$ cat config.mk
export PLATFORM = sky130hd
export DESIGN_NAME = alu32_bist_flat
export DESIGN_NICKNAME = d
export VERILOG_FILES = /design/src/rtl/alu32_bist_pkg.sv /design/src/rtl/alu32_bist_if.sv /design/src/rtl/alu32_bist_lfsr32.sv /design/src/rtl/alu32_bist.sv /design/src/flat_wrapper.sv
export SDC_FILE = /design/constraint.sdc
export NUM_CORES = 1
export LEC_CHECK = 0
export CAP_MARGIN = 20
export CORE_MARGIN = 3
export CORE_UTILIZATION = 30
export DETAILED_ROUTE_END_ITERATION = 16
export PLACE_DENSITY = 0.49
export RECOVER_POWER = 50
export SLEW_MARGIN = 5
export SYNTH_ARGS = -nofsm -noshare
export SYNTH_HDL_FRONTEND = slang
export SYNTH_SLANG_ARGS = --single-unit
$ cat constraint.sdc
create_clock -name clk -period 2.7 [get_ports clk]
set_input_delay 0.54 -clock clk [delete_from_list [all_inputs] [get_ports clk]]
set_output_delay 0.54 -clock clk [all_outputs]
set_load 0.02 [all_outputs]
$ cat src/rtl/alu32_bist_pkg.sv
// Shared types, constants and the LFSR/MISR step function for the ALU self-test sequencer.
package alu32_bist_pkg;

    typedef enum logic [1:0] {
        StIdle,
        StIssue,
        StDrain,
        StDone
    } state_e;

    localparam logic [31:0] POLY      = 32'h8020_0003;
    localparam logic [31:0] MISR_INIT = 32'hFFFF_FFFF;
    localparam logic [31:0] OPER_ONES = 32'hFFFF_FFFF;
    localparam logic [31:0] OPER_ZERO = 32'h0000_0000;

    // Galois right-shift step, shared by the operand LFSRs and the MISR.
    function automatic logic [31:0] step(input logic [31:0] x, input logic [31:0] poly = POLY);
        return x[0] ? ((x >> 1) ^ poly) : (x >> 1);
    endfunction

endpackage

$ cat src/rtl/alu32_bist_if.sv
// ALU operand/control bus; the self-test sequencer is the master, the ALU the slave.
interface alu32_bist_if;

    logic [31:0] oA;
    logic [31:0] oB;
    logic [2:0]  oCtrl;
    logic [31:0] iOut;
    logic        iCarry;
    logic        iZero;

    modport master (
        output oA,
        output oB,
        output oCtrl,
        input  iOut,
        input  iCarry,
        input  iZero
    );

    modport slave (
        input  oA,
        input  oB,
        input  oCtrl,
        output iOut,
        output iCarry,
        output iZero
    );

endinterface

$ cat src/rtl/alu32_bist_lfsr32.sv
// 32-bit Galois operand LFSR with synchronous seed load and step enable.
module lfsr32
    import alu32_bist_pkg::*;
#(
    parameter logic [31:0] SEED = 32'h0000_0001,
    parameter logic [31:0] TAPS = POLY
) (
    input  logic        clk,
    input  logic        rst,
    input  logic        load,
    input  logic        en,
    output logic [31:0] q,
    output logic [31:0] nxt
);

    // The next value is exported so the owner can register it as an operand in the same edge.
    assign nxt = step(q, TAPS);

    always_ff @(posedge clk) begin
        if (rst || load) begin
            q <= SEED;
        end else if (en) begin
            q <= nxt;
        end
    end

endmodule

$ cat src/rtl/alu32_bist.sv
// ALU built-in self-test: sweeps all opcodes over N_VEC operand vectors and
// compacts every response into a MISR signature checked against GOLDEN.
module alu32_bist
    import alu32_bist_pkg::*;
#(
    parameter int unsigned N_VEC   = 16,
    parameter int unsigned ALU_LAT = 1,
    parameter logic [31:0] SEED_A  = 32'hACE1_2468,
    parameter logic [31:0] SEED_B  = 32'h1357_9BDF,
    parameter logic [31:0] GOLDEN  = 32'h0000_0000
) (
    input  logic                clk,
    input  logic                rst,
    input  logic                iStart,
    alu32_bist_if.master        alu,
    output logic                oBusy,
    output logic                oDone,
    output logic                oPass,
    output logic [31:0]         oSig
);

    localparam int unsigned     VW        = $clog2(N_VEC) + 1;
    localparam int unsigned     DRAIN_CYC = (ALU_LAT > 1) ? ALU_LAT : 1;
    localparam int unsigned     DW        = $clog2(DRAIN_CYC + 1);
    localparam logic [VW-1:0]   LAST_VEC  = VW'(N_VEC - 1);
    localparam logic [DW-1:0]   LAST_DRN  = DW'(DRAIN_CYC - 1);

    state_e          state_q;
    logic [VW-1:0]   vec_q;
    logic [2:0]      op_q;
    logic [DW-1:0]   drain_q;
    logic [31:0]     misr_q;

    logic            start_ok;
    logic            issuing;
    logic            last_op;
    logic            last_issue;
    logic            vec_adv;
    logic            lfsr_en;
    logic            capture;
    logic [VW-1:0]   vec_nxt;
    logic [31:0]     lfsr_a_q;
    logic [31:0]     lfsr_a_nxt;
    logic [31:0]     lfsr_b_q;
    logic [31:0]     lfsr_b_nxt;
    logic [31:0]     a_next;
    logic [31:0]     b_next;
    logic [31:0]     resp;
    logic [31:0]     misr_upd;

    assign start_ok   = iStart && ((state_q == StIdle) || (state_q == StDone));
    assign issuing    = (state_q == StIssue);
    assign last_op    = (op_q == 3'd7);
    assign last_issue = issuing && last_op && (vec_q == LAST_VEC);
    assign vec_adv    = issuing && last_op && !last_issue;
    assign vec_nxt    = vec_q + VW'(1);
    // Vector 2 consumes the seed itself; the LFSRs only move on advances past it.
    assign lfsr_en    = vec_adv && (vec_q >= VW'(2));

    assign resp     = alu.iOut ^ {alu.iCarry, alu.iZero, 30'b0};
    assign misr_upd = capture ? (step(misr_q) ^ resp) : misr_q;
    assign oSig     = misr_q;

    lfsr32 #(
        .SEED (SEED_A),
        .TAPS (POLY)
    ) u_lfsr_a (
        .clk  (clk),
        .rst  (rst),
        .load (start_ok),
        .en   (lfsr_en),
        .q    (lfsr_a_q),
        .nxt  (lfsr_a_nxt)
    );

    lfsr32 #(
        .SEED (SEED_B),
        .TAPS (POLY)
    ) u_lfsr_b (
        .clk  (clk),
        .rst  (rst),
        .load (start_ok),
        .en   (lfsr_en),
        .q    (lfsr_b_q),
        .nxt  (lfsr_b_nxt)
    );

    // Operands for the vector about to be issued after an advance.
    always_comb begin
        a_next = OPER_ONES;
        b_next = OPER_ONES;
        if (vec_nxt == VW'(1)) begin
            b_next = OPER_ZERO;
        end else if (vec_nxt >= VW'(2)) begin
            a_next = lfsr_en ? lfsr_a_nxt : lfsr_a_q;
            b_next = lfsr_en ? lfsr_b_nxt : lfsr_b_q;
        end
    end

    // Response capture is aligned to the ALU latency by a valid shift register.
    if (ALU_LAT == 0) begin : g_comb
        assign capture = issuing;
    end else begin : g_pipe
        logic [ALU_LAT-1:0] vld_q;

        always_ff @(posedge clk) begin
            if (rst) begin
                vld_q <= '0;
            end else begin
                vld_q <= ALU_LAT'({vld_q, issuing});
            end
        end

        assign capture = vld_q[ALU_LAT-1];
    end

    always_ff @(posedge clk) begin
        if (rst) begin
            state_q   <= StIdle;
            vec_q     <= '0;
            op_q      <= '0;
            drain_q   <= '0;
            misr_q    <= '0;
            alu.oA    <= '0;
            alu.oB    <= '0;
            alu.oCtrl <= '0;
            oBusy     <= 1'b0;
            oDone     <= 1'b0;
            oPass     <= 1'b0;
        end else begin
            unique case (state_q)
                StIdle, StDone: begin
                    if (start_ok) begin
                        state_q   <= StIssue;
                        vec_q     <= '0;
                        op_q      <= '0;
                        drain_q   <= '0;
                        misr_q    <= MISR_INIT;
                        alu.oA    <= OPER_ONES;
                        alu.oB    <= OPER_ONES;
                        alu.oCtrl <= 3'd0;
                        oBusy     <= 1'b1;
                        oDone     <= 1'b0;
                        oPass     <= 1'b0;
                    end
                end
                StIssue: begin
                    misr_q <= misr_upd;
                    if (last_issue) begin
                        state_q   <= StDrain;
                        alu.oA    <= '0;
                        alu.oB    <= '0;
                        alu.oCtrl <= '0;
                    end else begin
                        op_q      <= op_q + 3'd1;
                        alu.oCtrl <= op_q + 3'd1;
                        if (last_op) begin
                            vec_q  <= vec_nxt;
                            alu.oA <= a_next;
                            alu.oB <= b_next;
                        end
                    end
                end
                StDrain: begin
                    misr_q <= misr_upd;
                    if (drain_q == LAST_DRN) begin
                        state_q <= StDone;
                        drain_q <= '0;
                        oBusy   <= 1'b0;
                        oDone   <= 1'b1;
                        oPass   <= (misr_upd == GOLDEN);
                    end else begin
                        drain_q <= drain_q + DW'(1);
                    end
                end
                default: state_q <= StIdle;
            endcase
        end
    end

endmodule

$ cat src/flat_wrapper.sv
// flat-port wrapper written by rule: the top's interface ports become plain ports
module alu32_bist_flat import alu32_bist_pkg::*;
#(
    parameter int unsigned N_VEC   = 16,
    parameter int unsigned ALU_LAT = 1,
    parameter logic [31:0] SEED_A  = 32'hACE1_2468,
    parameter logic [31:0] SEED_B  = 32'h1357_9BDF,
    parameter logic [31:0] GOLDEN  = 32'h0000_0000
)
  (clk, rst, iStart, oBusy, oDone, oPass, oSig, alu_oA, alu_oB, alu_oCtrl, alu_iOut, alu_iCarry, alu_iZero);
  alu32_bist_if alu_i ();
  input  logic clk;
  input  logic rst;
  input  logic iStart;
  output logic oBusy;
  output logic oDone;
  output logic oPass;
  output logic [31:0] oSig;
  output wire logic [$bits(alu_i.oA)-1:0] alu_oA;
  output wire logic [$bits(alu_i.oB)-1:0] alu_oB;
  output wire logic [$bits(alu_i.oCtrl)-1:0] alu_oCtrl;
  input wire logic [$bits(alu_i.iOut)-1:0] alu_iOut;
  input wire logic [$bits(alu_i.iCarry)-1:0] alu_iCarry;
  input wire logic [$bits(alu_i.iZero)-1:0] alu_iZero;
  assign alu_oA = alu_i.oA;
  assign alu_oB = alu_i.oB;
  assign alu_oCtrl = alu_i.oCtrl;
  assign alu_i.iOut = alu_iOut;
  assign alu_i.iCarry = alu_iCarry;
  assign alu_i.iZero = alu_iZero;
  alu32_bist #(.N_VEC(N_VEC), .ALU_LAT(ALU_LAT), .SEED_A(SEED_A), .SEED_B(SEED_B), .GOLDEN(GOLDEN)) u_core (.clk(clk), .rst(rst), .iStart(iStart), .alu(alu_i), .oBusy(oBusy), .oDone(oDone), .oPass(oPass), .oSig(oSig));
endmodule
==> results of run 1 <==
[metal layers]
metal	vias up	wire, um	global-route usage [%]	part of all wire, %
met5	-	0	0	0
li1	3149	-	-	-
met4	0	124	4.27	0.62
met3	6	839	3.58	4.2
met1	2909	9670	20.1	48
met2	121	9310	24.4	47
[cell families (layout without fill, tap and decap cells)]
| family | after synthesis | after routing | synth area share, % |
|---|---|---|---|
| fa+ha+maj | 11 | 11 | 1.83 |
| flops | 177 | 177 | 47.1 |
| xor+xnor | 35 | 35 | 4.07 |
| mux | 63 | 63 | 8.38 |
| compound gates | 215 | 216 | 19.1 |
| simple gates | 266 | 266 | 15.0 |
| buf+inv | 68 | 204 | 4.47 |
[power breakdown]
part	internal (mW)	leakage (nW)	switching (mW)
Clock	1.31	0.279	1.08
Combinational	1.91	2.68	2.49
Sequential	3.30	1.46	0.566
[layout make-up]
type,count,area share [%]
Clock buffer,18,4.45
Clock inverter,13,1.27
Inverter,7,0.266
Multi-Input combinational cell,591,37.4
Sequential cell,177,35.9
Tap cell,324,4.10
Timing Repair Buffer,166,16.7
[through the flow]
step / cells / setup slack, ns / hold WS, ns / util [%]
global route: 1296 / 0.0324 / 0.457 / 40.4
CTS: 1295 / 0.176 / 0.458 / 40.4
floorplan: 835 / 0.528 / 0.436 / -
global placement: 1264 / 0.262 / 0.434 / 38.1
detailed placement: 1264 / 0.207 / 0.441 / 38.1
finish: 1296 / 0.209 / 0.446 / 40.4
[how the worst max path moves through the flow]
stage,startpoint,endpoint,slack (ns)
2_1_floorplan,u_core.vec_q[0],u_core.alu.oA[11],0.53
3_3_place_gp,u_core.vec_q[0],u_core.alu.oB[21],0.26
3_5_place_dp,u_core.vec_q[0],u_core.alu.oB[20],0.21
4_1_cts,u_core.vec_q[0],u_core.alu.oB[19],0.18
5_1_grt,u_core.vec_q[0],u_core.alu.oB[19],0.03
6_report,u_core.vec_q[0],u_core.alu.oB[10],0.21
[worst max-delay path, cell delays in order, from the launching register on]
cell	delay, ns
dfxtp_1	0.39
ha_1	0.28
and3_1	0.20
ha_1	0.27
a211o_4	0.44
buf_4	0.26
mux2i_1	0.16
a21o_1	0.19
a211oi_1	0.21
[repair_timing]
item                       4_1_cts  5_1_grt
hold endpoints to repair         0        0
gates resized for setup          0        1
setup endpoints to repair        0        3
setup buffers                    0        0
[placed cells by master (no fill, tap or decap), types with 6 or more instances in the layout]
cell type	netlist	final
a211oi_1	52	52
a21o_1	65	65
a21oi_1	71	70
buf_12	0	6
buf_4	2	18
clkbuf_16	0	17
clkdlybuf4s50_1	0	35
dfxtp_1	177	177
dlygate4sd3_1	0	102
ha_1	11	11
inv_1	7	7
mux2i_1	63	63
nand2_1	64	64
nand3_1	6	6
nor2_1	143	142
nor3_1	19	18
or2_2	7	7
xnor2_1	34	34
[flip-flops by register name, summed over array words and instances, names as in the netlist]
name and cells:
u_core.u_lfsr_b.q 32, u_core.state_q 2, u_core.op_q 3, u_core.oPass 1, u_core.vec_q 5, u_core.alu.oCtrl 3, u_core.alu.oB 32, u_core.oBusy 1
u_core.capture 1, u_core.oSig 32, u_core.alu.oA 32, u_core.oDone 1, u_core.u_lfsr_a.q 32
==> results_dict.tcl, run 1 <==
set metrics [dict create \
    core_area_um2 24500 \
    routed_wl_um 19900 \
    setup_viol 0 \
    grtUsageTotal_pct 15.1 \
    max_slew.worst_pin.slew_ns 0.964 \
    path_clk_slew_ns 0.07 \
    synth-edff-count 0 \
    powerDensity_nw_per_um2 1080 \
    grt_pass1_wl_um 32100 \
    synth_ff_type "dfxtp_1" \
    htree_levels 4 \
    grt_pass1_vias 6038 \
    hold_depth 1 \
    ff2ff_setup_slack_ns 0.21 \
    netlist_top_cells_count "dfxtp_1 (177), nor2_1 (143), a21oi_1 (71)" \
    clk_latency_ns 0.43 \
    post-synth-top-count-cell "dfxtp_1" \
    route.vias.total 6185 \
    ir_drop_mv 0.424 \
    power_mw 10.7 \
    gr-total-overflow 0 \
    die_w_um 164 \
    start_util_pct 30.8 \
    nFillCells 2493 \
    hold_path.class "reg -> reg" \
    reg2reg_to "u_core.alu.oB[10]" \
    die_h_um 164 \
    grt_max_degree 35 \
    cts.sinks 177 \
    place_congestion 0.802 \
    cts_tree "done" \
    stdcell_area_um2 9880 \
    ys_types 43 \
    yosysTopAreaCell "dfxtp_1" \
    ys_ff_latch 177 \
    crit_path_start_kind "flip-flop" \
    multi_input_area_um2 3690 \
    synth_area_per_cell_um2 9.01 \
    period_share_pct 92.2 \
    clock_path_buffers 2 \
    ys_warn_count 0 \
    numCtsBuffers 17 \
    ant_nets 0 \
    hold_buffers 0 \
    drc 0 \
    numPortBuffers 138 \
    leakage_nw 4.42 \
    drive_above_1_share_pct 7.51 \
    reg2reg_from "u_core.vec_q[0]" \
    hpwl_um 13400 \
    netlist_area_um2 7520 \
    grt_antenna_before_repair 0 \
    drt_first_pass_iters 5 \
    status "finished clean" \
    seqCellArea_um2 3540 \
    final_hold_viol_count 0 \
    maxSlewViolCount 0 \
    post_drt_wl_per_cell_um 15.4 \
    hold_path_end "u_core.alu.oA[30]" \
    async_reset_ff_share_pct 0 \
    synth.area.top_cells "dfxtp_1 (47%), mux2i_1 (8.4%), nor2_1 (7.1%)" \
    n_antenna_cell 0 \
    worstPathRequired_ns 3.04 \
    fin_worst_skew_ns 0.0137 \
    syn-num-nets 883 \
    rows 57 \
    ys_seq_area_share_pct 47.1 \
    rsz0062_at_grt "false" \
    maxSlewHeadroom_pct 35.6 \
    viasPerCell 4.77 \
    critPathMaxFanout 15 \
    hp-start "u_core.alu.oA[30]" \
    reg2regPathDepth 8 \
    crit_type "reg -> reg" \
    die-area_um2 27000 \
    cts_root_buf "clkbuf_16" \
    finalCriticalPeriod_ns 2.49 \
    cap_violations 0 \
    arrival_ns 2.84 \
    io_pins 139 \
    finalSetupTns_ns 0 \
    nets 1008 \
    synth_top_area_share_pct 47.1 \
    drt_iter0_drc 288 \
    max_freq_ghz 0.402 \
    setup.worst_path.end_class "flip-flop" \
    area_growth_pct 31.3 \
    syn_inst 835 \
    place_area_um2 9310 \
]
Power figures use the tool's default switching activity.
==> run 2: changes to the inputs <==
--- a/config.mk
+++ b/config.mk
@@ -9,6 +9,8 @@
 export CORE_MARGIN = 3
 export CORE_UTILIZATION = 30
 export DETAILED_ROUTE_END_ITERATION = 16
+export HOLD_SLACK_MARGIN = 0.02
+export MAX_ROUTING_LAYER = met4
 export PLACE_DENSITY = 0.49
 export RECOVER_POWER = 50
 export SLEW_MARGIN = 5
==> run 2 against run 1 <==
Against the previous run:
- utilization did not move
- critical path depth unchanged
- cell area stayed put
- clock skew down 0.0015 ns
- sequential share of layout area is the same
- combinational power about the same
- sequential cell count unchanged
- first-iteration DRC count is 7.6% lower
- clock-buffer cell count unchanged
- non-clock buffer count is the same
- via count fell by 0.36%
- critical path type unchanged
- largest cell class unchanged
- highest routed layer unchanged
==> results_dict.tcl, run 2 (same netlist as run 1, synthesis figures left out) <==
set metrics [dict create \
    gr-total-overflow 0 \
    comb_power_share_pct 41.2 \
    crit_type "reg -> reg" \
    fin_worst_skew_ns 0.0122 \
    critPathMaxFanout 15 \
    grt_antenna_before_repair 0 \
    maxSlewViolCount 0 \
    routed-wl-met3_um 712 \
    numPortBuffers 138 \
    core_area_um2 24500 \
    nFillCells 2493 \
    drt_first_pass_iters 4 \
    worstPathRequired_ns 3.04 \
    p_int_mw 6.52 \
    hold_buffers 0 \
    cts_root_buf "clkbuf_16" \
    n_antenna_cell 0 \
    die_h_um 164 \
    io_pins 139 \
    maxSlewHeadroom_pct 36.0 \
    die_w_um 164 \
    mostFrequentLayoutCell "dfxtp_1" \
    rsz0062_at_grt "false" \
    post_drt_wl_per_cell_um 15.4 \
    drt_iter0_drc 266 \
    cap_violations 0 \
    crit_slowest_cell "a211o_4" \
    critical_path.cell_chain "ha_1 -> and3_1 -> ha_1 -> a211o_4 -> buf_4 -> mux2i_1 -> a21o_1 -> a211oi_1" \
    rows 57 \
    grt_pass1_wl_um 32100 \
    ir_drop_mv 0.424 \
    setup_viol 0 \
    dr.max_layer_used "met4" \
    wl_met1_um 9800 \
    start_util_pct 30.8 \
    grt_max_degree 35 \
    finalCriticalPeriod_ns 2.51 \
    clk_latency_ns 0.43 \
    status "finished clean" \
    drc 0 \
    powerDensity_nw_per_um2 1080 \
    hpwl_um 13400 \
    arrival_ns 2.85 \
    cts_tree "done" \
    max_slew.worst_pin.slew_ns 0.958 \
    final_hold_viol_count 0 \
    finalWorstSetupSlack_ns 0.193 \
    period_share_pct 92.9 \
    dp_worst_setup_slack_ns 0.207 \
    crit_path_start_kind "flip-flop" \
    power_mw 10.7 \
    hold_depth 1 \
    drive_above_1_share_pct 7.51 \
    place_congestion 0.814 \
    route.vias.total 6163 \
    grtUsageTotal_pct 15.5 \
    max_freq_ghz 0.399 \
    met2WireLength_um 9300 \
    die-area_um2 27000 \
    p_switching_mw 4.14 \
    reg2regPathDepth 8 \
    slowest_delay_ns 0.44 \
    cpMostUsedCell "ha_1" \
    sw_frac_of_total_pct 38.8 \
    area_growth_pct 31.3 \
    viasPerCell 4.76 \
    layout_common_cells "dfxtp_1 (177), nor2_1 (142), dlygate4sd3_1 (102)" \
    setup.worst_path.end_class "flip-flop" \
    nets 1008 \
    clock_path_buffers 2 \
    power.share.clock_pct 22.5 \
    leakage_nw 4.42 \
    ant_nets 0 \
    seq_power_share_pct 36.3 \
    finalSetupTns_ns 0 \
    grt_pass1_vias 6044 \
    hold_path.class "reg -> reg" \
    path_clk_slew_ns 0.07 \
    cts.sinks 177 \
    htree_levels 4 \
    postCtsSetupBuffers 0 \
    numCtsBuffers 17 \
    routed_wl_um 19900 \
]
==> run 2: cell counts in the layout (fill, tap and decap cells not counted) <==
Identical to the previous run, type by type.
==> run 2: layer usage <==
| metal | global-route usage [%] | up-vias |
|---|---|---|
| met3 | 3.25 | 6 |
| met1 | 20.3 | 2889 |
| met5 | - | - |
| met4 | 4.27 | 0 |
| met2 | 24.3 | 116 |
| li1 | - | 3152 |
==> run 2: final timing paths <==
| kind | slack (ns) | to | start |
|---|---|---|---|
| worst max-delay path | 0.19 | u_core.alu.oB[19] | u_core.vec_q[0] |
| worst min-delay path | 0.45 | u_core.alu.oA[30] | u_core.alu.oA[30] |
| worst max register to register | 0.19 | u_core.alu.oB[19] | u_core.vec_q[0] |
| worst min register to register | 0.45 | u_core.alu.oA[30] | u_core.alu.oA[30] |
==> run 2: layout make-up <==
type / count / area, um^2 / area share (%)
Multi-Input combinational cell: 591 / 3690 / 37.4
Sequential cell: 177 / 3540 / 35.9
Timing Repair Buffer: 166 / 1650 / 16.7
Clock buffer: 18 / 439 / 4.45
Tap cell: 324 / 405 / 4.10
Clock inverter: 13 / 125 / 1.27
Inverter: 7 / 26.3 / 0.266
==> run 2: critical path: cells and delay by family (launching register included) <==
family                   cells  cell delay, ns
flip-flops                   1            0.39
buffers and inverters        1            0.26
adder cells (fa/ha/maj)      2            0.57
AND/OR/NAND/NOR              1            0.20
multiplexers                 1            0.17
AO/OA/AOI/OAI                3            0.84
==> run 2: through the flow <==
| stage | utilization (%) | cell area, um^2 | std cells | hold slack, ns |
|---|---|---|---|---|
| 6_report | 40.4 | 9880 | 1296 | 0.447 |
| 5_1_grt | 40.4 | 9880 | 1296 | 0.457 |
| 4_1_cts | 40.4 | 9880 | 1295 | 0.458 |
| 3_5_place_dp | 38.1 | 9310 | 1264 | 0.441 |
| 3_3_place_gp | 38.1 | 9310 | 1264 | 0.434 |
| 2_1_floorplan | - | 7520 | 835 | 0.436 |
==> run 2: power groups by stage <==
| stage | Combinational [mW] | Clock, mW | Sequential [mW] |
|---|---|---|---|
| 2_1_floorplan | 1.93 | 0 | 4.60 |
| 3_3_place_gp | 4.72 | 0 | 3.97 |
| 3_5_place_dp | 4.72 | 0 | 3.97 |
| 4_1_cts | 4.73 | 2.48 | 3.92 |
| 5_1_grt | 4.85 | 2.59 | 3.98 |
| 6_report | 4.40 | 2.39 | 3.87 |
==> run 2: what timing repair did <==
action                                  CTS  global route
endpoints found under the setup margin    0             2
resized for setup                         0             1
hold endpoints to repair                  0             0
==> run 3: changes to the inputs <==
--- a/config.mk
+++ b/config.mk
@@ -5,7 +5,6 @@
 export SDC_FILE = /design/constraint.sdc
 export NUM_CORES = 1
 export LEC_CHECK = 0
-export CAP_MARGIN = 20
 export CORE_MARGIN = 3
 export CORE_UTILIZATION = 30
 export DETAILED_ROUTE_END_ITERATION = 16
==> results of run 3 <==
No change in the layout: final DEF, timing and power equal those of run 2.
